[src/rtl/axilite_user_arbiter_if.sv]
// axilite_user_arbiter_if: requester-side and AXI-lite master user-port signals of the arbiter
interface axilite_user_arbiter_if #(
   parameter int NUM_REQ = 4,
   parameter int ADDR_W  = 32,
   parameter int DATA_W  = 64,
   parameter int LAT_W   = 16
);
   localparam int STRB_W = DATA_W / 8;
   localparam int ID_W   = $clog2(NUM_REQ);
   logic [NUM_REQ-1:0]        req_valid, req_ready, req_w_r, rsp_valid;
   logic [NUM_REQ*ADDR_W-1:0] req_addr;
   logic [NUM_REQ*DATA_W-1:0] req_data;
   logic [NUM_REQ*STRB_W-1:0] req_strb;
   logic [DATA_W-1:0]         rsp_data;
   logic [1:0]                rsp_status;
   logic [ID_W-1:0]           grant_id;
   logic                      busy;
   logic [LAT_W-1:0]          last_latency;
   logic                      user_start, user_w_r;
   logic [ADDR_W-1:0]         user_addr_in;
   logic [DATA_W-1:0]         user_data_in;
   logic [STRB_W-1:0]         user_data_strb;
   logic                      user_free;
   logic [1:0]                user_status;
   logic [DATA_W-1:0]         user_data_out;
   logic                      user_data_out_en;
   // master: the arbiter's view; slave: requesters plus the AXI-lite master
   modport master (
      input  req_valid, req_w_r, req_addr, req_data, req_strb,
      input  user_free, user_status, user_data_out, user_data_out_en,
      output req_ready, rsp_valid, rsp_data, rsp_status, grant_id, busy, last_latency,
      output user_start, user_w_r, user_addr_in, user_data_in, user_data_strb
   );
   modport slave (
      output req_valid, req_w_r, req_addr, req_data, req_strb,
      output user_free, user_status, user_data_out, user_data_out_en,
      input  req_ready, rsp_valid, rsp_data, rsp_status, grant_id, busy, last_latency,
      input  user_start, user_w_r, user_addr_in, user_data_in, user_data_strb
   );
endinterface

[src/rtl/axilite_user_arbiter.sv]
// axilite_user_arbiter: round-robin sharing of one AXI-lite master user port among NUM_REQ requesters
module axilite_user_arbiter #(
   parameter int NUM_REQ = 4,
   parameter int ADDR_W  = 32,
   parameter int DATA_W  = 64,
   parameter int LAT_W   = 16
) (
   input logic                   aclk,
   input logic                   areset,
   axilite_user_arbiter_if.master bus
);
   localparam int STRB_W = DATA_W / 8;
   localparam int ID_W   = $clog2(NUM_REQ);
   localparam logic [2:0] IDLE = 3'd0, START = 3'd1, WAIT_BUSY = 3'd2, WAIT_DONE = 3'd3, RESP = 3'd4;
   logic [2:0]       state;
   logic [ID_W-1:0]  last_grant, win_hi, win_lo, win;
   logic             hi_hit, accept, rd_done, wr_done;
   logic [LAT_W-1:0] lat;
   // descending scan leaves the lowest requester above last_grant, else the lowest at/below it
   always_comb begin
      hi_hit = 1'b0;
      win_hi = '0;
      win_lo = '0;
      for (int i = NUM_REQ - 1; i >= 0; i--) begin
         if (bus.req_valid[i] && ID_W'(i) > last_grant) begin
            hi_hit = 1'b1;
            win_hi = ID_W'(i);
         end
         if (bus.req_valid[i] && ID_W'(i) <= last_grant) win_lo = ID_W'(i);
      end
   end
   assign win           = hi_hit ? win_hi : win_lo;
   assign accept        = !areset && state == IDLE && bus.user_free && |bus.req_valid;
   assign bus.req_ready = accept ? NUM_REQ'(1) << win : '0;
   assign bus.busy       = state != IDLE;
   assign bus.user_start = state == START;
   assign rd_done = bus.user_w_r && bus.user_data_out_en && (state == WAIT_BUSY || state == WAIT_DONE);
   assign wr_done = !bus.user_w_r && bus.user_free && state == WAIT_DONE;
   always_ff @(posedge aclk) begin
      bus.rsp_valid <= '0;
      if (areset) begin
         state               <= IDLE;
         last_grant          <= ID_W'(NUM_REQ - 1);
         lat                 <= '0;
         bus.grant_id        <= '0;
         bus.user_w_r        <= 1'b0;
         bus.user_addr_in    <= '0;
         bus.user_data_in    <= '0;
         bus.user_data_strb  <= '0;
         bus.rsp_data        <= '0;
         bus.rsp_status      <= '0;
         bus.last_latency    <= '0;
      end else begin
         if (accept) begin
            state              <= START;
            bus.grant_id       <= win;
            bus.user_w_r       <= bus.req_w_r[win];
            bus.user_addr_in   <= bus.req_addr[win*ADDR_W +: ADDR_W];
            bus.user_data_in   <= bus.req_w_r[win] ? '0 : bus.req_data[win*DATA_W +: DATA_W];
            bus.user_data_strb <= bus.req_w_r[win] ? '0 : bus.req_strb[win*STRB_W +: STRB_W];
         end
         if (state == START) begin
            state <= WAIT_BUSY;
            lat   <= '0;
         end
         if (state == WAIT_BUSY || state == WAIT_DONE) begin
            if (lat != '1) lat <= lat + 1'b1;
            if (state == WAIT_BUSY && !bus.user_free) state <= WAIT_DONE;
            if (rd_done || wr_done) begin
               state          <= RESP;
               bus.rsp_valid  <= NUM_REQ'(1) << bus.grant_id;
               bus.rsp_data   <= rd_done ? bus.user_data_out : '0;
               bus.rsp_status <= bus.user_status;
            end
         end
         if (state == RESP) begin
            state            <= IDLE;
            last_grant       <= bus.grant_id;
            bus.last_latency <= lat;
         end
      end
   end
endmodule

[src/flat_wrapper.sv]
// flat-port wrapper written by rule: the top's interface ports become plain ports
module axilite_user_arbiter_flat 
#(
   parameter int NUM_REQ = 4,
   parameter int ADDR_W  = 32,
   parameter int DATA_W  = 64,
   parameter int LAT_W   = 16
)
  (aclk, areset, bus_req_valid, bus_req_w_r, bus_req_addr, bus_req_data, bus_req_strb, bus_user_free, bus_user_status, bus_user_data_out, bus_user_data_out_en, bus_req_ready, bus_rsp_valid, bus_rsp_data, bus_rsp_status, bus_grant_id, bus_busy, bus_last_latency, bus_user_start, bus_user_w_r, bus_user_addr_in, bus_user_data_in, bus_user_data_strb);
  axilite_user_arbiter_if #(.NUM_REQ(NUM_REQ), .ADDR_W(ADDR_W), .DATA_W(DATA_W), .LAT_W(LAT_W)) bus_i ();
  input logic aclk;
  input logic areset;
  input wire logic [$bits(bus_i.req_valid)-1:0] bus_req_valid;
  input wire logic [$bits(bus_i.req_w_r)-1:0] bus_req_w_r;
  input wire logic [$bits(bus_i.req_addr)-1:0] bus_req_addr;
  input wire logic [$bits(bus_i.req_data)-1:0] bus_req_data;
  input wire logic [$bits(bus_i.req_strb)-1:0] bus_req_strb;
  input wire logic [$bits(bus_i.user_free)-1:0] bus_user_free;
  input wire logic [$bits(bus_i.user_status)-1:0] bus_user_status;
  input wire logic [$bits(bus_i.user_data_out)-1:0] bus_user_data_out;
  input wire logic [$bits(bus_i.user_data_out_en)-1:0] bus_user_data_out_en;
  output wire logic [$bits(bus_i.req_ready)-1:0] bus_req_ready;
  output wire logic [$bits(bus_i.rsp_valid)-1:0] bus_rsp_valid;
  output wire logic [$bits(bus_i.rsp_data)-1:0] bus_rsp_data;
  output wire logic [$bits(bus_i.rsp_status)-1:0] bus_rsp_status;
  output wire logic [$bits(bus_i.grant_id)-1:0] bus_grant_id;
  output wire logic [$bits(bus_i.busy)-1:0] bus_busy;
  output wire logic [$bits(bus_i.last_latency)-1:0] bus_last_latency;
  output wire logic [$bits(bus_i.user_start)-1:0] bus_user_start;
  output wire logic [$bits(bus_i.user_w_r)-1:0] bus_user_w_r;
  output wire logic [$bits(bus_i.user_addr_in)-1:0] bus_user_addr_in;
  output wire logic [$bits(bus_i.user_data_in)-1:0] bus_user_data_in;
  output wire logic [$bits(bus_i.user_data_strb)-1:0] bus_user_data_strb;
  assign bus_i.req_valid = bus_req_valid;
  assign bus_i.req_w_r = bus_req_w_r;
  assign bus_i.req_addr = bus_req_addr;
  assign bus_i.req_data = bus_req_data;
  assign bus_i.req_strb = bus_req_strb;
  assign bus_i.user_free = bus_user_free;
  assign bus_i.user_status = bus_user_status;
  assign bus_i.user_data_out = bus_user_data_out;
  assign bus_i.user_data_out_en = bus_user_data_out_en;
  assign bus_req_ready = bus_i.req_ready;
  assign bus_rsp_valid = bus_i.rsp_valid;
  assign bus_rsp_data = bus_i.rsp_data;
  assign bus_rsp_status = bus_i.rsp_status;
  assign bus_grant_id = bus_i.grant_id;
  assign bus_busy = bus_i.busy;
  assign bus_last_latency = bus_i.last_latency;
  assign bus_user_start = bus_i.user_start;
  assign bus_user_w_r = bus_i.user_w_r;
  assign bus_user_addr_in = bus_i.user_addr_in;
  assign bus_user_data_in = bus_i.user_data_in;
  assign bus_user_data_strb = bus_i.user_data_strb;
  axilite_user_arbiter #(.NUM_REQ(NUM_REQ), .ADDR_W(ADDR_W), .DATA_W(DATA_W), .LAT_W(LAT_W)) u_core (.aclk(aclk), .areset(areset), .bus(bus_i));
endmodule
[config.mk]
export PLATFORM = sky130hd
export DESIGN_NAME = axilite_user_arbiter_flat
export DESIGN_NICKNAME = d
export VERILOG_FILES = /design/src/rtl/axilite_user_arbiter_if.sv /design/src/rtl/axilite_user_arbiter.sv /design/src/flat_wrapper.sv
export SDC_FILE = /design/constraint.sdc
export NUM_CORES = 1
export LEC_CHECK = 0
export ABC_AREA = 1
export BUFFER_PORTS_ARGS = -buffer_cell sky130_fd_sc_hd__buf_2
export CAP_MARGIN = 20
export CORE_AREA = 5 5 264 266
export DETAILED_ROUTE_END_ITERATION = 7
export DIE_AREA = 0 0 269 271
export SYNTH_ARGS = -nofsm -noshare
export SYNTH_HDL_FRONTEND = slang
export SYNTH_SLANG_ARGS = --single-unit
[constraint.sdc]
create_clock -name aclk -period 4.4 [get_ports aclk]
set_input_delay 0.66 -clock aclk [delete_from_list [all_inputs] [get_ports aclk]]
set_output_delay 0.66 -clock aclk [all_outputs]
set_load 0.02 [all_outputs]
==> summary.txt, run 1 <==
Min path
  – Hold Path Class: primary input to register
  – Cells on Worst Hold Path: 3

Floorplan
  – Row cnt: 95
  – Die area: 72900 µm²
  – Die Wd: 269 µm
  – Core area: 66800 µm²
  – Initial Utilization: 18.9%
  – Die height: 271 µm
  – Num ports: 693

GRT
  – GRT Total Usage: 15.4%
  – Pin count of the biggest net entering global routing: 138
  – Gr ovfl total: 0
  – Initial antenna violation count: 18
  – First-pass GRT wire length: 88.8 mm
  – Vias in the first global route: 14761

Power
  – Pleak: 9.50 nW
  – PwrDens: 392 nW/µm²
  – VDD IR max: 0.251 mV

Synthesis
  – Yosys warns: 0
  – Top-area cell type share of the netlist area: 34.0%
  – Sequential area share after synthesis: 34.0%
  – Number of flops mapped to enable cells by yosys: 0
  – Synth area leaders: dfxtp_1, nand2_1, nand3_1
  – Async set or reset register ratio after synthesis: 0%
  – Synth Register Bits: 214
  – Syn Area/Cell: 5.96 µm²
  – Area leader, netlist: dfxtp_1
  – Distinct cell type count after synthesis: 27
  – Xor/xnor cell area share of the yosys netlist: 0.209%
  – Gate Count Post-Synth: 2112
  – Count leader, synth: nand2_1
  – Synth Area in Compound Gates: 10.5%
  – Simple-Gate Fraction of Synth Area: 39.5%
  – Top_reg_cell synth: dfxtp_1
  – Post-Syn Nets: 2607
  – Adder-cell share of the synthesized area: 0.0993%
  – Post-synthesis mux area share: 0%
  – Main combinational cell family by area after synthesis: simple AND/OR/NAND/NOR gates
  – Most instantiated cells after synthesis: nand2_1, nand3_1, inv_1, dfxtp_1, a21oi_1
  – Post-Synthesis Cell Area: 12600 µm²

Setup path
  – Slowest CP cell: dfxtp_1
  – Max FO, Critical Path: 46
  – Critical path type: register to output port
  – CP Cell Sequence: nand2_1 -> nand2_1 -> o21ai_1 -> nor2_1 -> nand2_4 -> nand2_4 -> inv_2 -> nor2_1 -> buf_2
  – Worst Reg-to-Reg Cells: 12
  – CP required: 3.74 ns
  – WP data arrival: 2.83 ns
  – CP endpoint kind: output port
  – Critical path startpoint category: register
  – Slowest stage delay, CP: 0.53 ns
  – R2R setup slack: 1.54 ns

Cells and area
  – Final Util: 26.4%
  – Final instance area: 17600 µm²
  – Layout Nets: 3190
  – Area growth, synth to finish: 40.0%
  – Final Non-Filler Cells: 3592
  – Layout cells sized above 1: 28.4%

Place
  – Hpwl dp: 47.1 mm
  – Port bufs: 692
  – Post-Place Cells: 3539
  – Routability cong.: 0.932
  – Placed Instance Area: 16700 µm²

Clock network
  – CTS tree: yes
  – CTS H-tree depth: 1
  – Bufs on Longest Clock Path: 3
  – Cts repair resizes: 0
  – Clock Pin Slew Worst Setup and Hold Paths: 0.06 ns
  – Sink Count: 214
  – CTS Hold Bufs: 0
  – Clock Tree Root: clkbuf_16
  – Post-CTS setup buffers: 0
  – TritonCTS buffer count: 27
  – Worst skew pair latency: 0.57 ns

Timing
  – Fmax achieved: 287 MHz
  – Skew final: 0.00672 ns
  – Total Neg Setup Slack: 0 ns
  – RSZ-0062 raised after global routing: no
  – Final setup violation count: 0
  – Final min period: 3.49 ns
  – Final slew viol count: 0
  – Worst-Margin Slew: 0.885 ns
  – Final Hold Fails: 0
  – Final worst-path cycle share: 79.3%
  – Max_slew headroom: 41.0%

Outcome
  – Status: finished, final reports clean

Detailed routing
  – Vias per cell: 4.36
  – Pre-antenna DRT Iters: 5
  – Final antenna-violating net count: 0
  – 1st-iter DRT viols: 1007
  – Total wire length: 60.7 mm
  – DR WL/cell: 16.9 µm
  – Via count: 15662
  – DRC Markers: 0

Run
  – Maxcap violations: 0
final timing paths:
check / start / to
setup / recovery: u_core.last_grant[1] / bus_req_ready[0]
hold reg to reg: u_core.bus.rsp_status[0] / u_core.bus.rsp_status[0]
setup reg to reg: u_core.last_grant[1] / u_core.bus.user_data_in[37]
hold / removal: bus_user_status[1] / u_core.bus.rsp_status[1]
metal layers:
metal | vias up | share of wire [%] | global-route usage (%)
met1 | 7006 | 41 | 19.4
li1 | 7872 | - | -
met3 | 109 | 8.9 | 3.87
met4 | 18 | 3.7 | 5.61
met5 | - | 0.16 | 0
met2 | 657 | 46 | 25.3
critical path, delay by kind of cell (launching register included):
kind                   cells  cell delay [ns]
AO/OA/AOI/OAI              1             0.07
buffers and inverters      2             0.52
flip-flops                 1             0.53
AND/OR/NAND/NOR            6             1.09
stage by stage:
| stage | total power, mW | hold slack (ns) | setup WS (ns) |
|---|---|---|---|
| floorplan | 3.74 | 0.450 | 1.87 |
| global placement | 4.65 | 0.445 | 1.25 |
| detailed placement | 4.65 | 0.450 | 1.26 |
| CTS | 7.00 | 0.291 | 0.844 |
| global route | 7.35 | 0.315 | 0.661 |
| finish | 6.91 | 0.338 | 0.910 |
registers in the layout (all words and copies together) (netlist names):
| name | flops |
|---|---|
| u_core.bus.grant_id | 2 |
| u_core.bus.user_data_in | 64 |
| u_core.bus.rsp_status | 2 |
| u_core.bus.user_addr_in | 32 |
| u_core.bus.rsp_valid | 4 |
| u_core.state | 3 |
| u_core.bus.user_data_strb | 8 |
| u_core.bus.last_latency | 16 |
| u_core.bus.rsp_data | 64 |
| u_core.bus.user_w_r | 1 |
| u_core.last_grant | 2 |
| u_core.lat | 16 |
report_power, final:
group / total [mW] / switching [mW] / leakage [nW] / internal [mW]
clock: 2.32 / 0.938 / 0.433 / 1.38
sequential: 2.22 / 0.106 / 1.74 / 2.11
combinational: 2.37 / 1.64 / 7.33 / 0.736
cell usage in the layout (no fill, tap or decap), drive strengths merged:
cell type / instances
clkinvlp: 5
bufinv: 3
nand2: 630
clkbuf: 37
inv: 332
buf: 714
clkinv: 5
nand3: 382
or2: 1
o31ai: 1
a21oi: 201
diode: 4
o211ai: 6
ha: 1
xor2: 3
nor3: 10
dfxtp: 214
a211oi: 2
o21ai: 50
nor2: 49
nand4: 69
cell families (layout without fill, tap and decap cells):
family	Yosys count	count (layout)
AOI/OAI and AO/OA	260	260
xor gates and xnor gates	3	3
adders and majority gates	1	1
buffers and inverters	493	1096
DFF	214	214
other	0	4
and+or+nand+nor	1141	1141
cell type report:
class | instances | area (µm²)
fill | 7622 | 49200
multi-input combinational | 1405 | 6380
sequential | 214 | 4290
timing repair buffer | 714 | 3690
inverter | 333 | 1250
tap | 873 | 1090
clock buffer | 37 | 753
clock inverter | 12 | 163
antenna | 4 | 10.0
(Power assumes the default switching activity.)
==> run 2: changes to the inputs <==
Clock period 4.4 ns to 3.1 ns, I/O delays scaled along.
==> summary.txt, run 2 (same netlist as run 1, synthesis figures left out) <==
Cells and area
  – Layout cells sized above 1: 29.3%
  – Final Non-Filler Cells: 3619
  – Commonest cells after routing, fill and taps aside: buf_2, nand2_1, nand3_1, inv_1, dfxtp_1
  – Layout Nets: 3215
  – Area growth, synth to finish: 43.1%
  – Most common cell after layout, fill and taps aside: buf_2
  – Final instance area: 18000 µm²
  – Biggest regs: u_core.bus.rsp_data (64), u_core.bus.user_data_in (64), u_core.bus.user_addr_in (32)

Setup path
  – WP data arrival: 2.41 ns
  – Max FO, Critical Path: 12
  – RR Startpoint: u_core.last_grant[0]
  – R2R setup slack: 0.63 ns
  – Slowest stage delay, CP: 0.33 ns
  – CP Cell Sequence: nor2_1 -> nand2_1 -> nor2_2 -> nand3_4 -> a21oi_2 -> buf_4 -> inv_1 -> nor2_1 -> buf_2
  – CP endpoint kind: output port
  – Slowest CP cell: dfxtp_1
  – Critical path startpoint category: register
  – Worst Reg-to-Reg Cells: 13
  – Critical path type: register to output port
  – Delay-heaviest family, CP: simple AND/OR/NAND/NOR gates
  – Most common cell on crit path: nor2_1
  – Critical path buffer and inverter count: 3
  – CP required: 2.63 ns
  – Reg-to-reg endpoint: u_core.bus.user_data_in[39]

Timing
  – Final Hold Fails: 0
  – Final setup violation count: 0
  – Final slew viol count: 0
  – Fmax achieved: 348 MHz
  – Worst-Margin Slew: 0.936 ns
  – Max_slew headroom: 37.6%
  – Final worst-path cycle share: 92.6%
  – Final min period: 2.87 ns
  – Total Neg Setup Slack: 0 ns
  – RSZ-0062 raised after global routing: no
  – Skew final: 0.00992 ns

Detailed routing
  – Total wire length: 62.7 mm
  – 1st-iter DRT viols: 1052
  – Vias per cell: 4.34
  – Final antenna-violating net count: 0
  – Uppermost layer routed: met5
  – DRC Markers: 0
  – Pre-antenna DRT Iters: 5
  – Met2 wire len: 29.5 mm
  – Met1 WL: 25.9 mm
  – Met3 routed WL: 5.35 mm
  – DR WL/cell: 17.3 µm
  – Via count: 15720

Power
  – Switching pwr: 3.88 mW
  – PwrDens: 566 nW/µm²
  – Net Sw Frac: 38.0%
  – Clk pwr share: 34.7%
  – Pint: 6.33 mW
  – Pleak: 9.71 nW
  – Power share of the combinational group: 34.4%
  – Flop pwr share: 30.9%
  – VDD IR max: 0.331 mV

Clock network
  – CTS Hold Bufs: 0
  – CTS tree: yes
  – CTS H-tree depth: 1
  – Bufs on Longest Clock Path: 3
  – Clock Tree Root: clkbuf_16
  – Clock Pin Slew Worst Setup and Hold Paths: 0.06 ns
  – Post-CTS setup buffers: 0
  – Worst skew pair latency: 0.56 ns
  – TritonCTS buffer count: 28
  – Sink Count: 214

Min path
  – Cells on Worst Hold Path: 3
  – Hold Startpoint: bus_req_addr[6]
  – Hold Path Class: primary input to register
  – Worst Hold End: u_core.bus.user_addr_in[6]

Place
  – Post-Place Cells: 3562
  – Port bufs: 692
  – Hpwl dp: 48.5 mm
  – Placed Instance Area: 17000 µm²
  – Routability cong.: 0.915

Floorplan
  – Die Wd: 269 µm
  – Core area: 66800 µm²
  – Initial Utilization: 18.9%
  – Num ports: 693
  – Row cnt: 95
  – Die height: 271 µm
  – Die area: 72900 µm²

GRT
  – GRT Total Usage: 15.9%
  – Gr ovfl total: 0
  – Pin count of the biggest net entering global routing: 148
  – Vias in the first global route: 14952
  – First-pass GRT wire length: 91.1 mm
  – Initial antenna violation count: 14

Outcome
  – Status: finished, final reports clean

Run
  – Maxcap violations: 0
## run 2: what timing repair did
item                                    in CTS  in global routing
hold endpoints to repair                     0                  0
resized for setup                            1                  3
endpoints found under the setup margin       2                  4
pin swaps                                    0                  0
gates cloned                                 0                  1
## run 2: worst max-delay path by stage
| stage | start | to | cells past startpoint |
|---|---|---|---|
| after floorplan | u_core.state[0] | bus_req_ready[2] | 9 |
| after global placement | bus_req_valid[2] | u_core.bus.user_data_in[39] | 13 |
| after detailed placement | u_core.state[0] | u_core.bus.user_data_strb[7] | 11 |
| after CTS | u_core.state[0] | bus_req_ready[0] | 9 |
| after global routing | u_core.last_grant[0] | bus_req_ready[2] | 9 |
| final | u_core.state[0] | bus_req_ready[0] | 9 |
## run 2: power groups by stage
stage,clock network (mW),registers (mW),logic (mW)
2_1_floorplan,0,3.46,1.85
3_3_place_gp,0,3.21,3.52
3_5_place_dp,0,3.22,3.51
4_1_cts,3.67,3.16,3.52
5_1_grt,3.77,3.19,3.90
6_report,3.54,3.16,3.51
## run 2: worst min-delay path: stages
cell     delay, ns
buf_2         0.09
nand2_1       0.05
a21oi_1       0.06
## run 2: routing by layer
metal	up-vias	track usage, %
li1	7912	-
met1	7135	20.2
met2	570	26.6
met3	89	3.91
met4	14	4.95
met5	-	0
## run 2: final cells by class
cell class	instances	area, µm²
Inverter	333	1250
Fill cell	7592	48800
Timing Repair Buffer	738	4000
Clock buffer	36	771
Multi-Input combinational cell	1405	6390
Sequential cell	214	4290
Tap cell	873	1090
Clock inverter	16	231
Antenna cell	4	10.0
## run 2: metrics by stage
step / power [mW] / utilization [%] / hold WS [ns] / setup slack [ns]
CTS: 10.4 / 26.9 / 0.0967 / 0.0384
finish: 10.2 / 27.0 / 0.151 / 0.229
global route: 10.9 / 27.0 / 0.127 / 0.0111
floorplan: 5.31 / - / 0.450 / 0.895
detailed placement: 6.73 / 25.4 / 0.449 / 0.536
global placement: 6.73 / 25.4 / 0.444 / 0.575
==> run 3: changes to the inputs <==
Settings changed: RECOVER_POWER from default to 50.
==> summary.txt, run 3 (same netlist as run 1, synthesis figures left out) <==
Setup path
  – CP required: 2.63 ns
  – Worst Reg-to-Reg Cells: 6
  – RR Startpoint: u_core.state[1]
  – R2R setup slack: 0.34 ns
  – Critical path startpoint category: register
  – Max FO, Critical Path: 12
  – CP endpoint kind: output port
  – Reg-to-reg endpoint: u_core.bus.rsp_data[1]
  – Worst setup path endpoint: bus_req_ready[0]
  – Critical path origin: u_core.state[0]
  – WP data arrival: 2.41 ns
  – Critical path type: register to output port

Timing
  – Worst-Margin Slew: 1.17 ns
  – Final min period: 2.88 ns
  – Final slew viol count: 0
  – PnR worst setup slack: 0.223 ns
  – Max_slew headroom: 21.8%
  – Fmax achieved: 348 MHz
  – Final worst-path cycle share: 92.8%
  – Final Hold Fails: 0
  – Final setup violation count: 0
  – Total Neg Setup Slack: 0 ns
  – Skew final: 0.00976 ns
  – RSZ-0062 raised after global routing: no

Floorplan
  – Core area: 66800 µm²
  – Die height: 271 µm
  – Initial Utilization: 18.9%
  – Num ports: 693
  – Die area: 72900 µm²
  – Die Wd: 269 µm
  – Row cnt: 95

Detailed routing
  – 1st-iter DRT viols: 1009
  – DR WL/cell: 17.4 µm
  – Pre-antenna DRT Iters: 5
  – Final antenna-violating net count: 0
  – Via count: 15758
  – DRC Markers: 0
  – Vias per cell: 4.35
  – Total wire length: 62.9 mm

Power
  – PwrDens: 571 nW/µm²
  – Pleak: 8.89 nW
  – Total chip power: 10.2 mW
  – VDD IR max: 0.332 mV

GRT
  – GRT Total Usage: 15.9%
  – GRT busiest layer: met2
  – First-pass GRT wire length: 91.1 mm
  – GRT met2 Usage: 26.6%
  – Initial antenna violation count: 14
  – Gr ovfl total: 0
  – M3 GR Usage: 3.91%
  – Met1 Use GR: 20.2%
  – Pin count of the biggest net entering global routing: 148
  – Vias in the first global route: 14952

Place
  – Placed Instance Area: 17000 µm²
  – Hpwl dp: 48.5 mm
  – Pre-CTS setup slack: 0.536 ns
  – Routability cong.: 0.915
  – Port bufs: 692
  – Post-Place Cells: 3562

Run
  – Maxcap violations: 0

Cells and area
  – Area growth, synth to finish: 41.2%
  – Commonest cells after routing, fill and taps aside: nand2_1, buf_2, nand3_1, inv_1, dfxtp_1
  – Fill cells: 7692
  – Final Non-Filler Cells: 3619
  – Most common cell after layout, fill and taps aside: nand2_1
  – Biggest regs: u_core.bus.rsp_data (64), u_core.bus.user_data_in (64), u_core.bus.user_addr_in (32)
  – Final instance area: 17800 µm²
  – Layout cells sized above 1: 22.2%
  – Layout Nets: 3215

Clock network
  – Clock Pin Slew Worst Setup and Hold Paths: 0.06 ns
  – CTS Hold Bufs: 0
  – Bufs on Longest Clock Path: 3
  – Worst skew pair latency: 0.56 ns
  – TritonCTS buffer count: 28
  – Sink Count: 214
  – CTS tree: yes
  – Clock Tree Root: clkbuf_16
  – Post-CTS setup buffers: 0
  – CTS H-tree depth: 1

Outcome
  – Status: finished, final reports clean

Min path
  – Hold Path Class: primary input to register
==> run 3: worst max-delay path: stages (launching register included) <==
cell	delay, ns
dfxtp_1	0.33
nor2_1	0.19
nand2_1	0.16
nor2_2	0.20
nand3_4	0.15
a21oi_2	0.17
buf_4	0.15
inv_1	0.19
nor2_1	0.13
buf_2	0.17
==> run 3: worst min path at each step <==
stage | from | end | slack [ns] | cells after the start
after CTS | bus_req_addr[6] | u_core.bus.user_addr_in[6] | 0.1 | 3
final | bus_user_status[0] | u_core.bus.rsp_status[0] | 0.15 | 3
after global placement | u_core.bus.rsp_data[43] | u_core.bus.rsp_data[43] | 0.44 | 2
after global routing | bus_req_addr[9] | u_core.bus.user_addr_in[9] | 0.13 | 3
after detailed placement | u_core.bus.rsp_data[33] | u_core.bus.rsp_data[33] | 0.45 | 2
after floorplan | u_core.lat[3] | u_core.lat[3] | 0.45 | 2
==> run 3: area by class of cell <==
class	count	area (µm²)	area share, %
antenna	4	10.0	0.0563
timing repair buffer	738	3750	21.1
clock buffer	36	771	4.34
sequential	214	4290	24.1
clock inverter	16	231	1.30
inverter	333	1250	7.04
multi-input combinational	1405	6390	35.9
tap	873	1090	6.14
==> run 3: what timing repair did <==
action / CTS / global route
gates cloned: 0 / 1
resized for setup: 1 / 3
setup endpoints to repair: 2 / 4
==> run 3: metrics by stage <==
stage	utilization [%]	hold WS, ns
6_report	26.6	0.150
5_1_grt	26.6	0.127
4_1_cts	26.9	0.0967
3_5_place_dp	25.4	0.449
3_3_place_gp	25.4	0.444
2_1_floorplan	-	0.450
==> run 3: layer usage <==
metal | part of all wire [%] | wire (µm)
met2 | 47 | 29500
met5 | 0.17 | 109
met4 | 3.0 | 1880
met1 | 41 | 26000
met3 | 8.7 | 5460
==> run 3: power breakdown <==
part	internal, mW	leakage, nW	switching [mW]
sequential	3.00	1.74	0.162
combinational	1.09	6.67	2.36
clock	2.18	0.485	1.37
total	6.27	8.89	3.89
